**src/rtl/mbus_timer.sv**
```systemverilog
// Programmable timer/counter on the CPU memory bus: prescaled up/down counting,
// auto-reload, compare flag and a level interrupt with combinational read-back.
module mbus_timer #(
  parameter int WIDTH = 32,
  parameter int AW    = 3
) (
  input  logic             clk,
  input  logic             reset,
  input  logic             cs,
  input  logic             wen,
  input  logic [AW-1:0]    addr,
  input  logic [WIDTH-1:0] din,
  output logic [WIDTH-1:0] dout,
  output logic             irq
);

  localparam logic [AW-1:0] A_CNT  = AW'(0);
  localparam logic [AW-1:0] A_AR   = AW'(1);
  localparam logic [AW-1:0] A_CTRL = AW'(2);
  localparam logic [AW-1:0] A_STAT = AW'(3);
  localparam logic [AW-1:0] A_PRE  = AW'(4);
  localparam logic [AW-1:0] A_CMP  = AW'(5);

  logic [WIDTH-1:0] cnt_reg, cnt_next;
  logic [WIDTH-1:0] ar_reg, ar_next;
  logic [WIDTH-1:0] pre_reg, pre_next;
  logic [WIDTH-1:0] cmp_reg, cmp_next;
  logic [WIDTH-1:0] pcnt_reg, pcnt_next;
  logic [3:0]       ctrl_reg, ctrl_next;
  logic [1:0]       flag_reg, flag_next, flag_set;

  logic             run, down, irq_en, oneshot;
  logic             wr, wr_cnt, wr_ar, wr_ctrl, wr_stat, wr_pre, wr_cmp;
  logic             tick, wrap, ovf_ev, cmp_ev;
  logic [WIDTH-1:0] cnt_tick;

  assign run     = ctrl_reg[0];
  assign down    = ctrl_reg[1];
  assign irq_en  = ctrl_reg[2];
  assign oneshot = ctrl_reg[3];

  assign wr      = cs & wen;
  assign wr_cnt  = wr && (addr == A_CNT);
  assign wr_ar   = wr && (addr == A_AR);
  assign wr_ctrl = wr && (addr == A_CTRL);
  assign wr_stat = wr && (addr == A_STAT);
  assign wr_pre  = wr && (addr == A_PRE);
  assign wr_cmp  = wr && (addr == A_CMP);

  assign tick = run && (pcnt_reg == pre_reg);

  always_comb begin
    wrap     = 1'b0;
    cnt_tick = cnt_reg;
    if (!down) begin
      wrap     = (cnt_reg == ar_reg);
      cnt_tick = wrap ? '0 : cnt_reg + WIDTH'(1);
    end else begin
      wrap     = (cnt_reg == '0);
      cnt_tick = wrap ? ar_reg : cnt_reg - WIDTH'(1);
    end
  end

  // A bus write to CNT cancels every side effect of a coincident tick.
  assign ovf_ev   = tick && wrap && !wr_cnt;
  assign cmp_ev   = tick && (cnt_tick == cmp_reg) && !wr_cnt;
  assign flag_set = {cmp_ev, ovf_ev};

  always_comb begin
    cnt_next  = wr_cnt ? din : (tick ? cnt_tick : cnt_reg);
    ar_next   = wr_ar  ? din : ar_reg;
    pre_next  = wr_pre ? din : pre_reg;
    cmp_next  = wr_cmp ? din : cmp_reg;
    pcnt_next = pcnt_reg;
    if (wr_pre || tick) begin
      pcnt_next = '0;
    end else if (run) begin
      pcnt_next = pcnt_reg + WIDTH'(1);
    end
    ctrl_next = ctrl_reg;
    if (wr_ctrl) begin
      ctrl_next = din[3:0];
    end else if (ovf_ev && oneshot) begin
      ctrl_next[0] = 1'b0;
    end
  end

  // Set events beat write-one-to-clear on the same edge.
  generate
    for (genvar gi = 0; gi < 2; gi++) begin : g_flag
      assign flag_next[gi] = flag_set[gi] | (flag_reg[gi] & ~(wr_stat & din[gi]));
    end
  endgenerate

  always_ff @(posedge clk or negedge reset) begin
    if (!reset) begin
      cnt_reg  <= '0;
      ar_reg   <= '1;
      pre_reg  <= '0;
      cmp_reg  <= '0;
      pcnt_reg <= '0;
      ctrl_reg <= '0;
      flag_reg <= '0;
    end else begin
      cnt_reg  <= cnt_next;
      ar_reg   <= ar_next;
      pre_reg  <= pre_next;
      cmp_reg  <= cmp_next;
      pcnt_reg <= pcnt_next;
      ctrl_reg <= ctrl_next;
      flag_reg <= flag_next;
    end
  end

  always_comb begin
    dout = '0;
    if (cs) begin
      case (addr)
        A_CNT:   dout = cnt_reg;
        A_AR:    dout = ar_reg;
        A_CTRL:  dout = {{(WIDTH-4){1'b0}}, ctrl_reg};
        A_STAT:  dout = {{(WIDTH-2){1'b0}}, flag_reg};
        A_PRE:   dout = pre_reg;
        A_CMP:   dout = cmp_reg;
        default: dout = '0;
      endcase
    end
  end

  assign irq = irq_en & (|flag_reg);

endmodule

```
**config.mk**
```make
export PLATFORM = sky130hd
export DESIGN_NAME = mbus_timer
export DESIGN_NICKNAME = d
export VERILOG_FILES = /design/src/rtl/mbus_timer.sv
export SDC_FILE = /design/constraint.sdc
export NUM_CORES = 1
export LEC_CHECK = 0
export CAP_MARGIN = 20
export CORE_MARGIN = 2
export CORE_UTILIZATION = 45
export CTS_CLUSTER_SIZE = 24
export DETAILED_ROUTE_END_ITERATION = 16
export GPL_TIMING_DRIVEN = 0
export PLACE_DENSITY = 0.62
export SETUP_SLACK_MARGIN = 0.3
export SYNTH_ARGS = -nofsm -noshare
export SYNTH_HDL_FRONTEND = slang
export SYNTH_SLANG_ARGS = --single-unit
```
**constraint.sdc**
```tcl
create_clock -name clk -period 6.1 [get_ports clk]
set_input_delay 0.61 -clock clk [delete_from_list [all_inputs] [get_ports clk]]
set_output_delay 0.61 -clock clk [all_outputs]
set_load 0.01 [all_outputs]
```
### Word level (Yosys, flattened, before mapping)

Index checks and enable logic that the tools add are counted.

| operators by class | value |
|---|---|
| add/subtract/negate cells | 3 |
| equality and inequality tests | 8 |
| mux-type cells | 12 |
| bitwise gates (word level) | 10 |
| reduce and logical (&&, ||, !) cells | 20 |

Operator list:

| cell | number |
|---|---|
| $mux 32 | 8 |
| $pmux 32 s6 | 1 |
| $eq 32x32->1 | 3 |
| $add 32x1->32 const B | 2 |
| $logic_not 32->1 | 1 |
| $sub 32x1->32 const B | 1 |
| $logic_and 1x1->1 | 12 |
| $and 1x1->1 | 6 |
| $eq 3x2->1 const B | 2 |
| $eq 3x3->1 const B | 2 |
| $reduce_bool 2->1 | 3 |
| $eq 3x1->1 const B | 1 |
| $logic_not 3->1 | 1 |
| $mux 1 | 3 |
| $not 1->1 | 2 |
| $or 1x1->1 | 2 |
| $reduce_or 2->1 | 1 |
| $logic_not 1->1 | 1 |
| $logic_or 1x1->1 | 1 |

| word-level totals | value |
|---|---|
| flip-flop bits (word level) | 166 |
| input port bits | 39 |
| word-level logic and storage cells | 61 |

### Depth between registers and ports, before layout

| depth | value |
|---|---|
| depth after elaboration | 7 |
| mapped depth | 13 |
| mapped depth without buffers | 11 |

### Worst setup path after synthesis

No wires, ideal clock.

| timing | value |
|---|---|
| path type | reg-to-reg |
| from | reg cnt_reg[0] |
| to | reg flag_reg[1] |
| arrival time | 3.056 ns |
| required time | 6.034 ns |
| path slack | 2.978 ns |
| stages on the path, launching flop included | 13 |
| clock period less this slack | 3.122 ns |
| path through | dfrtp_1 -> buf_2 -> inv_1 -> ha_1 -> or3b_2 -> or4_1 -> or4_1 -> nand3_1 -> o2111a_1 -> xnor2_1 -> o2111ai_1 -> a2111oi_2 -> a31o_1 |

| on the way | value |
|---|---|
| word-level cells in the longest chain between the ends | 7 |
| elaborated cells between the ends (all ways) | 11 |

RTL lines:

| what | line | source |
|---|---|---|
| start, declared | 24 | `logic [WIDTH-1:0] cnt_reg, cnt_next;` |
| start signal, assigned | 105 | `cnt_reg <= cnt_next;` |
| $add 32x1->32 (tied with other cells) | 57 | `cnt_tick = wrap ? '0 : cnt_reg + WIDTH'(1);` |
| $mux 32, on equally long branches | 57, 60 |  |
| $mux 32 * | 55 | `if (!down) begin` |
| $eq 32x32->1 * | 66 | `assign cmp_ev = tick && (cnt_tick == cmp_reg) && !wr_cnt;` |
| $logic_and 1x1->1 * (2 in a row) | 66 |  |
| $or 1x1->1 * | 91 | `assign flag_next[gi] = flag_set[gi] \| (flag_reg[gi] & ~(wr_stat & din[gi]));` |
| named net flag_next[1] | 30 | `logic [1:0] flag_reg, flag_next, flag_set;` |
| end signal, assigned | 111 | `flag_reg <= flag_next;` |
| end, declared | 30 |  |

Mark *: on every way through the listed nets, which the timed path passes. The rest lies on a longest branch.
A chain may end at the register's enable or synchronous reset.

### Final worst setup path

| timing | value |
|---|---|
| from | reg ctrl_reg[1] |
| to | out dout[1] |

| on the way | value |
|---|---|
| word-level cells in the longest chain between the ends | 2 |

RTL lines:

| what | line | source |
|---|---|---|
| start, declared | 29 | `logic [3:0] ctrl_reg, ctrl_next;` |
| start signal, assigned | 110 | `ctrl_reg <= ctrl_next;` |
| $pmux 32 s6 | 118 | `case (addr)` |
| $mux 32 | 117 | `if (cs) begin` |
| end, declared | 13 | `output logic [WIDTH-1:0] dout,` |

Every way passes these cells.

==> results.txt <==
Max Freq = 218 MHz
Slowest cell on crit path = buf_1
global placer's final weighted congestion = 0.954
Largest stage delay, worst path = 0.66 ns
Post-CTS Setup Inserts = 0
post-synth top area cell = dfrtp_1
Routed Antenna Nets = 0
Post-route DRC = 0
Post-synth EDFFs = 0
GR Overflow Total = 0
RSZ-0062 raised after global routing = false
Yosys reg bits = 166
yosys warns = 0
Critical Path Sink Type = output port
Initial Utilization = 45.6%
initial antenna violation count = 1
Num CTS Buffers = 17
fin nets = 1373
Fill cells = 2380
worst relative slew slack = 31.1%
Die Ht = 163 um
top-level I/O count = 72
hpwl dp = 33300 um
leading post-synthesis cells by cell area = dfrtp_1 (29%), mux2_2 (9.6%), dfstp_2 (7.4%)
Layout area overhead = 15.4%
Leakage = 5.16 nW
Setup WS pre-CTS = 1.84 ns
final setup skew = 0.0151 ns
setup ws final = 1.52 ns
Final setup viols = 0
Max Transition Viols Final = 0
Post-Synthesis Cells = 1237
total core area = 25000 um2
Worst-path clk slew = 0.08 ns
Rows = 58
CTS max path bufs = 2
Max IR drop VDD = 0.000201 V
Critical Path Most Common Cell = clkbuf_1
FFs w/ async S/R, synth = 100%
crit path DAT = 3.97 ns
Crit path buffers/inverters = 5
Hold Fails Final Rpt = 0
Post-CTS Hold Fix Bufs = 0
CP Launch Type = register
WL per Instance = 25.7 um
GRT Total Usage = 32.9%
via count = 10700
Ant. Diodes = 0
PwrDens = 317 nW/um2
vias in the first global route = 10200
CP top delay family = buffers and inverters
fin crit share = 75.1%
htree depth = 4
number of max-cap violations = 0
layout cell share with drive strength beyond 1 = 16.1%
I/O Buffers = 70
sequential share of the synthesized area = 36.7%
die area = 26700 um2
clk root buf = clkbuf_16
TritonCTS clock tree = built
outcome = completed
Worst Path Max Fanout = 10
initial DRC count = 1461
CTS sink cnt = 166
Net Count, Synth = 1280
Main synth FF type = dfrtp_1
post-synth top area share = 29.3%
clk_lat worst skew = 0.44 ns
synthesized cell area = 11400 um2
Pre-antenna DRT Iters = 7
Horiz. Die Dim = 163 um
DR vias/cell = 6.42
routed wire length = 43100 um
Unique masters post-synth = 81
critical-path cell list = clkbuf_1 -> buf_2 -> clkbuf_1 -> buf_1 -> nand2_1 -> o221ai_1 -> and3_1 -> clkdlybuf4s50_1
minimum clock period = 4.58 ns
worst hold path class = in2async
final hold slack = 0.0471 ns
post-CTS resize count = 0
Crit Path Category = reg2out
pin count of the biggest net entering global routing = 121
first-pass GRT wire length = 64400 um
WP data required = 5.49 ns
Worst Tran Pin Value = 1.02 ns
Syn Area/Cell = 9.24 um2
per-stage QoR:
step	total power [W]	cell area (um2)	std cells	setup TNS (ns)	utilization, %
CTS	0.00414	13200	1673	0	52.7
global placement	0.00304	12500	1637	-347.47	50.1
finish	0.00419	13200	1673	0	52.7
global route	0.00435	13200	1673	0	52.7
detailed placement	0.00306	12600	1641	0	50.3
floorplan	0.00251	11400	1237	0	-
cells by family after synthesis:
logic type / synth area share, %
adders and majority gates: 0.438
xor gates and xnor gates: 10.1
muxes: 11.6
DFF: 36.7
and+or+nand+nor: 21.0
AOI/OAI and AO/OA: 15.7
buffers and inverters: 4.41
final timing paths:
check,cells past startpoint,endpoint,slack (ns),startpoint
max in group asynchronous,2,cnt_reg[7]$_DFFE_PN0P_,5.09,reset
worst max register to register,12,flag_reg[1]$_DFF_PN0_,1.90,cnt_reg[0]$_DFFE_PN0P_
worst min register to register,1,flag_reg[0]$_DFF_PN0_,0.51,flag_reg[0]$_DFF_PN0_
worst max-delay path,8,dout[1],1.52,ctrl_reg[1]$_DFFE_PN0P_
min in group clk,1,flag_reg[0]$_DFF_PN0_,0.51,flag_reg[0]$_DFF_PN0_
worst min-delay path,1,pre_reg[25]$_DFFE_PN0P_,0.05,reset
synthesized netlist by cell type (all sizes together), types with 10 or more instances:
cell type  count
o21ai         28
xor2          68
inv           16
nor3          43
nand4         37
nand2         59
a21oi         71
a22oi         60
mux2i         22
o21a          10
nor4          44
mux2          98
clkbuf        75
a31oi         10
nand3         40
buf           33
and3          25
xnor2         64
dfstp         32
dfrtp        134
and4          10
or4           18
or3           12
nor2         105
placed cells by master, fill, tap and decap left out, types with 41 or more instances in the layout:
master / n
a21oi_1: 71
mux2_2: 97
nor2_1: 104
clkdlybuf4s50_1: 69
xnor2_1: 64
xor2_1: 68
a22oi_1: 60
clkbuf_1: 75
nand2_1: 59
nor3_1: 41
dfrtp_1: 134
layer usage:
| metal | share of wire [%] | wire length, um | global-route usage (%) | vias up |
|---|---|---|---|---|
| met1 | 42 | 18000 | 46.0 | 5189 |
| met4 | 5.4 | 2310 | 16.0 | 0 |
| met2 | 43 | 18600 | 49.1 | 624 |
| li1 | - | - | - | 4798 |
| met5 | 0 | 0 | 0 | - |
| met3 | 9.5 | 4090 | 5.76 | 135 |
power breakdown:
part / leakage (nW) / internal [W] / switching [W] / total, W
sequential: 1.97 / 0.00136 / 0.000288 / 0.00164
combinational: 2.90 / 0.000588 / 0.000866 / 0.00145
clock: 0.287 / 0.000559 / 0.000530 / 0.00109
total: 5.16 / 0.00250 / 0.00168 / 0.00419
final cells by class:
class,count,area [um2],area share (%)
well taps,330,413,3.13
flip-flops and latches,166,4190,31.8
clock inverters,14,156,1.19
multi-input cells,947,6740,51.1
repair buffers,74,748,5.67
clock buffers,18,439,3.33
plain buffers,108,444,3.37
inverters,16,60.1,0.455
Note: power is estimated with default switching activity, not from simulation.
==> patch: new RTL, same flow settings <==
Register the output `dout`; this adds one clock of latency there. The other outputs are not delayed to match.
--- a/src/rtl/mbus_timer.sv
+++ b/src/rtl/mbus_timer.sv
@@ -20,6 +20,8 @@
   localparam logic [AW-1:0] A_STAT = AW'(3);
   localparam logic [AW-1:0] A_PRE  = AW'(4);
   localparam logic [AW-1:0] A_CMP  = AW'(5);
+
+  logic [WIDTH-1:0] dout_d;
 
   logic [WIDTH-1:0] cnt_reg, cnt_next;
   logic [WIDTH-1:0] ar_reg, ar_next;
@@ -113,21 +115,25 @@
   end
 
   always_comb begin
-    dout = '0;
+    dout_d = '0;
     if (cs) begin
       case (addr)
-        A_CNT:   dout = cnt_reg;
-        A_AR:    dout = ar_reg;
-        A_CTRL:  dout = {{(WIDTH-4){1'b0}}, ctrl_reg};
-        A_STAT:  dout = {{(WIDTH-2){1'b0}}, flag_reg};
-        A_PRE:   dout = pre_reg;
-        A_CMP:   dout = cmp_reg;
-        default: dout = '0;
+        A_CNT:   dout_d = cnt_reg;
+        A_AR:    dout_d = ar_reg;
+        A_CTRL:  dout_d = {{(WIDTH-4){1'b0}}, ctrl_reg};
+        A_STAT:  dout_d = {{(WIDTH-2){1'b0}}, flag_reg};
+        A_PRE:   dout_d = pre_reg;
+        A_CMP:   dout_d = cmp_reg;
+        default: dout_d = '0;
       endcase
     end
   end
 
   assign irq = irq_en & (|flag_reg);
 
+  always_ff @(posedge clk) begin
+    dout <= dout_d;
+  end
+
 endmodule
 
Function: changed (a bounded check fails within 4 cycles, from zero or initial values and one cycle with reset low).
==> patch against the original RTL <==
Non-clock buffer count up 1. Design area up 5.7%. Register-to-register slack worse by 690 ps. Sequential cell count up 32. Wire length up 12%. Synthesized cell count up 7.3%. Combinational power up 9.7%. Maximum frequency down 6.2%. Area after synthesis up 6.2%. Global-route usage up 1.4 points. Total power up 11%. Sequential power up 15%. Worst setup slack worse by 300 ps.
==> patch: results (changes against the original RTL) <==
Route
  • Length of routed met3 wiring: 4.55 mm (+11%)
  • M1 wire length: 20.4 mm (+13%)
  • Final WL: 48.2 mm (+12%)
  • Top layer used by detailed routing: met5
  • Via/cell ratio: 6.42 (about the same)
  • Number of search-and-repair iterations in the first detailed-routing pass: 6 (-1)
  • Wire length on met2: 21.2 mm (+14%)
  • DRC violation total after the first TritonRoute iteration: 1458 (-0.21%)

Final layout
  • Filler cells: 2524 (+6.1%)
  • Net count, final: 1465 (+6.7%)
  • Share of cells above drive strength 1: 0.128 (-0.0333)
  • Post-layout instance count excluding filler cells: 1777 (+6.2%)

Timing
  • Maximum clock skew at final layout: 14.4 ps (-0.653 ps)
  • Max-Slew Margin vs Limit: 0.320 (+0.00964)

Yosys
  • Number of distinct library cell variants in the gate-level netlist after synthesis: 65 (-20%)
  • Top cells by area, synth: sky130_fd_sc_hd__dfrtp_1, sky130_fd_sc_hd__mux2_2, sky130_fd_sc_hd__xnor2_1, sky130_fd_sc_hd__dfstp_2, sky130_fd_sc_hd__dfxtp_1
  • Syn_nets: 1370 (+7.0%)
  • Synth async-reset ratio: 0.838 (-0.162)
  • Most frequent cells after synthesis: sky130_fd_sc_hd__dfrtp_1, sky130_fd_sc_hd__nor2_1, sky130_fd_sc_hd__xnor2_1, sky130_fd_sc_hd__mux2_2
  • Post-Synthesis Mean Instance Area: 9.14 µm² (-1.0%)
  • Proportion of synthesized chip area in sequential cells: 0.398 (+0.0314)

Critical path
  • Top Family by Delay on Critical Path: simple AND/OR/NAND/NOR gates
  • Cell with the largest stage delay on the worst path: sky130_fd_sc_hd__clkbuf_1
  • Crit path arrival time: 5230 ps (+1260 ps)
  • Slowest stage delay, CP: 690 ps (+30 ps)
  • Length in cells of the worst reg-to-reg path: 11 (-1)
  • Source of the critical timing path: cnt_reg[6]

Placement
  • Total half-perimeter wirelength after legalization and detailed placement: 36.7 mm (+10%)
  • Setup Slack @ Placement: 1010 ps (-827 ps)
  • Number of buffer cells added on primary ports: 71 (+1.4%)
  • Post-detailed-placement cell area: 0.0133 mm² (+5.9%)
  • Inst Count DP: 1743 (+6.2%)
  • Last weighted congestion value of the routability-driven placer: 0.979 (+2.6%)

Run status
  • Status: finished, final reports clean

Power
  • Power drawn by the sequential cells: 1880 µW (+15%)
  • Power drawn by the combinational cells: 1590 µW (+9.7%)
  • Maximum resistive drop on vdd: 0.000180 V (-11%)
  • Cell internal power dissipation: 2800 µW (+12%)
  • Static Leakage: 0.00518 µW (+0.39%)
  • Switching Share: 0.397 (-0.00526)

Global routing
  • Maximum number of pins on one net before global-route repair: 121 (unchanged)
  • GRT Overall Usage: 0.342 (+0.0136)
  • Vias in the first global route: 11.0k (+7.8%)
  • First-pass GRT wire length: 71.1 mm (+10%)

Clock tree
  • Bufs on Longest Clock Path: 2 (unchanged)
  • CTS buffer count: 17 (unchanged)
  • Post-CTS setup buffer count: 0 (unchanged)
-- patch: logic make-up (layout without fill, tap and decap cells) --
group           count (synthesis)  after routing  synth area share
compound gates                312            312             0.168
fa+ha+maj                       4              4           0.00412
simple gates                  413            413             0.172
xor+xnor                      155            155             0.113
other cells                     0              1                 0
mux                           110            110             0.100
flops                         198            198             0.398
buf+inv                       135            243            0.0436
-- patch: final timing paths --
path                       slack (ps)            to
max reg2reg                      1210   flag_reg[1]
max in group asynchronous        5090  pcnt_reg[13]
min reg2reg                       560   ctrl_reg[2]
max                              1210   flag_reg[1]
min                                50   cnt_reg[25]
min in group clk                  560   ctrl_reg[2]
-- patch: worst reg2reg max path: stages (launching register included) --
cell and delay, ps:
sky130_fd_sc_hd__dfrtp_1 360, sky130_fd_sc_hd__clkbuf_1 220, sky130_fd_sc_hd__nor4_1 620, sky130_fd_sc_hd__nand4_1 440, sky130_fd_sc_hd__nor4_1 580, sky130_fd_sc_hd__clkbuf_1 690
sky130_fd_sc_hd__nand2_1 290, sky130_fd_sc_hd__o221ai_1 410, sky130_fd_sc_hd__o211ai_1 140, sky130_fd_sc_hd__nor4_1 540, sky130_fd_sc_hd__nand4_1 210, sky130_fd_sc_hd__o31ai_1 270
-- patch: cell type report --
type,instances,area (µm²),share of cell area
Multi-Input combinational cell,994,6780,0.487
Sequential cell,198,4830,0.347
Timing Repair Buffer,76,777,0.0557
Tap cell,341,427,0.0306
Clock buffer,17,425,0.0305
Buffer,107,424,0.0304
Clock inverter,15,161,0.0116
Inverter,28,105,0.00754
Antenna cell,1,2.50,0.000180
-- patch: per-layer routing --
metal	track usage	up-vias
met1	0.477	5620
met4	0.140	2
met2	0.517	627
li1	-	5045
met3	0.0710	118
met5	0.0243	-
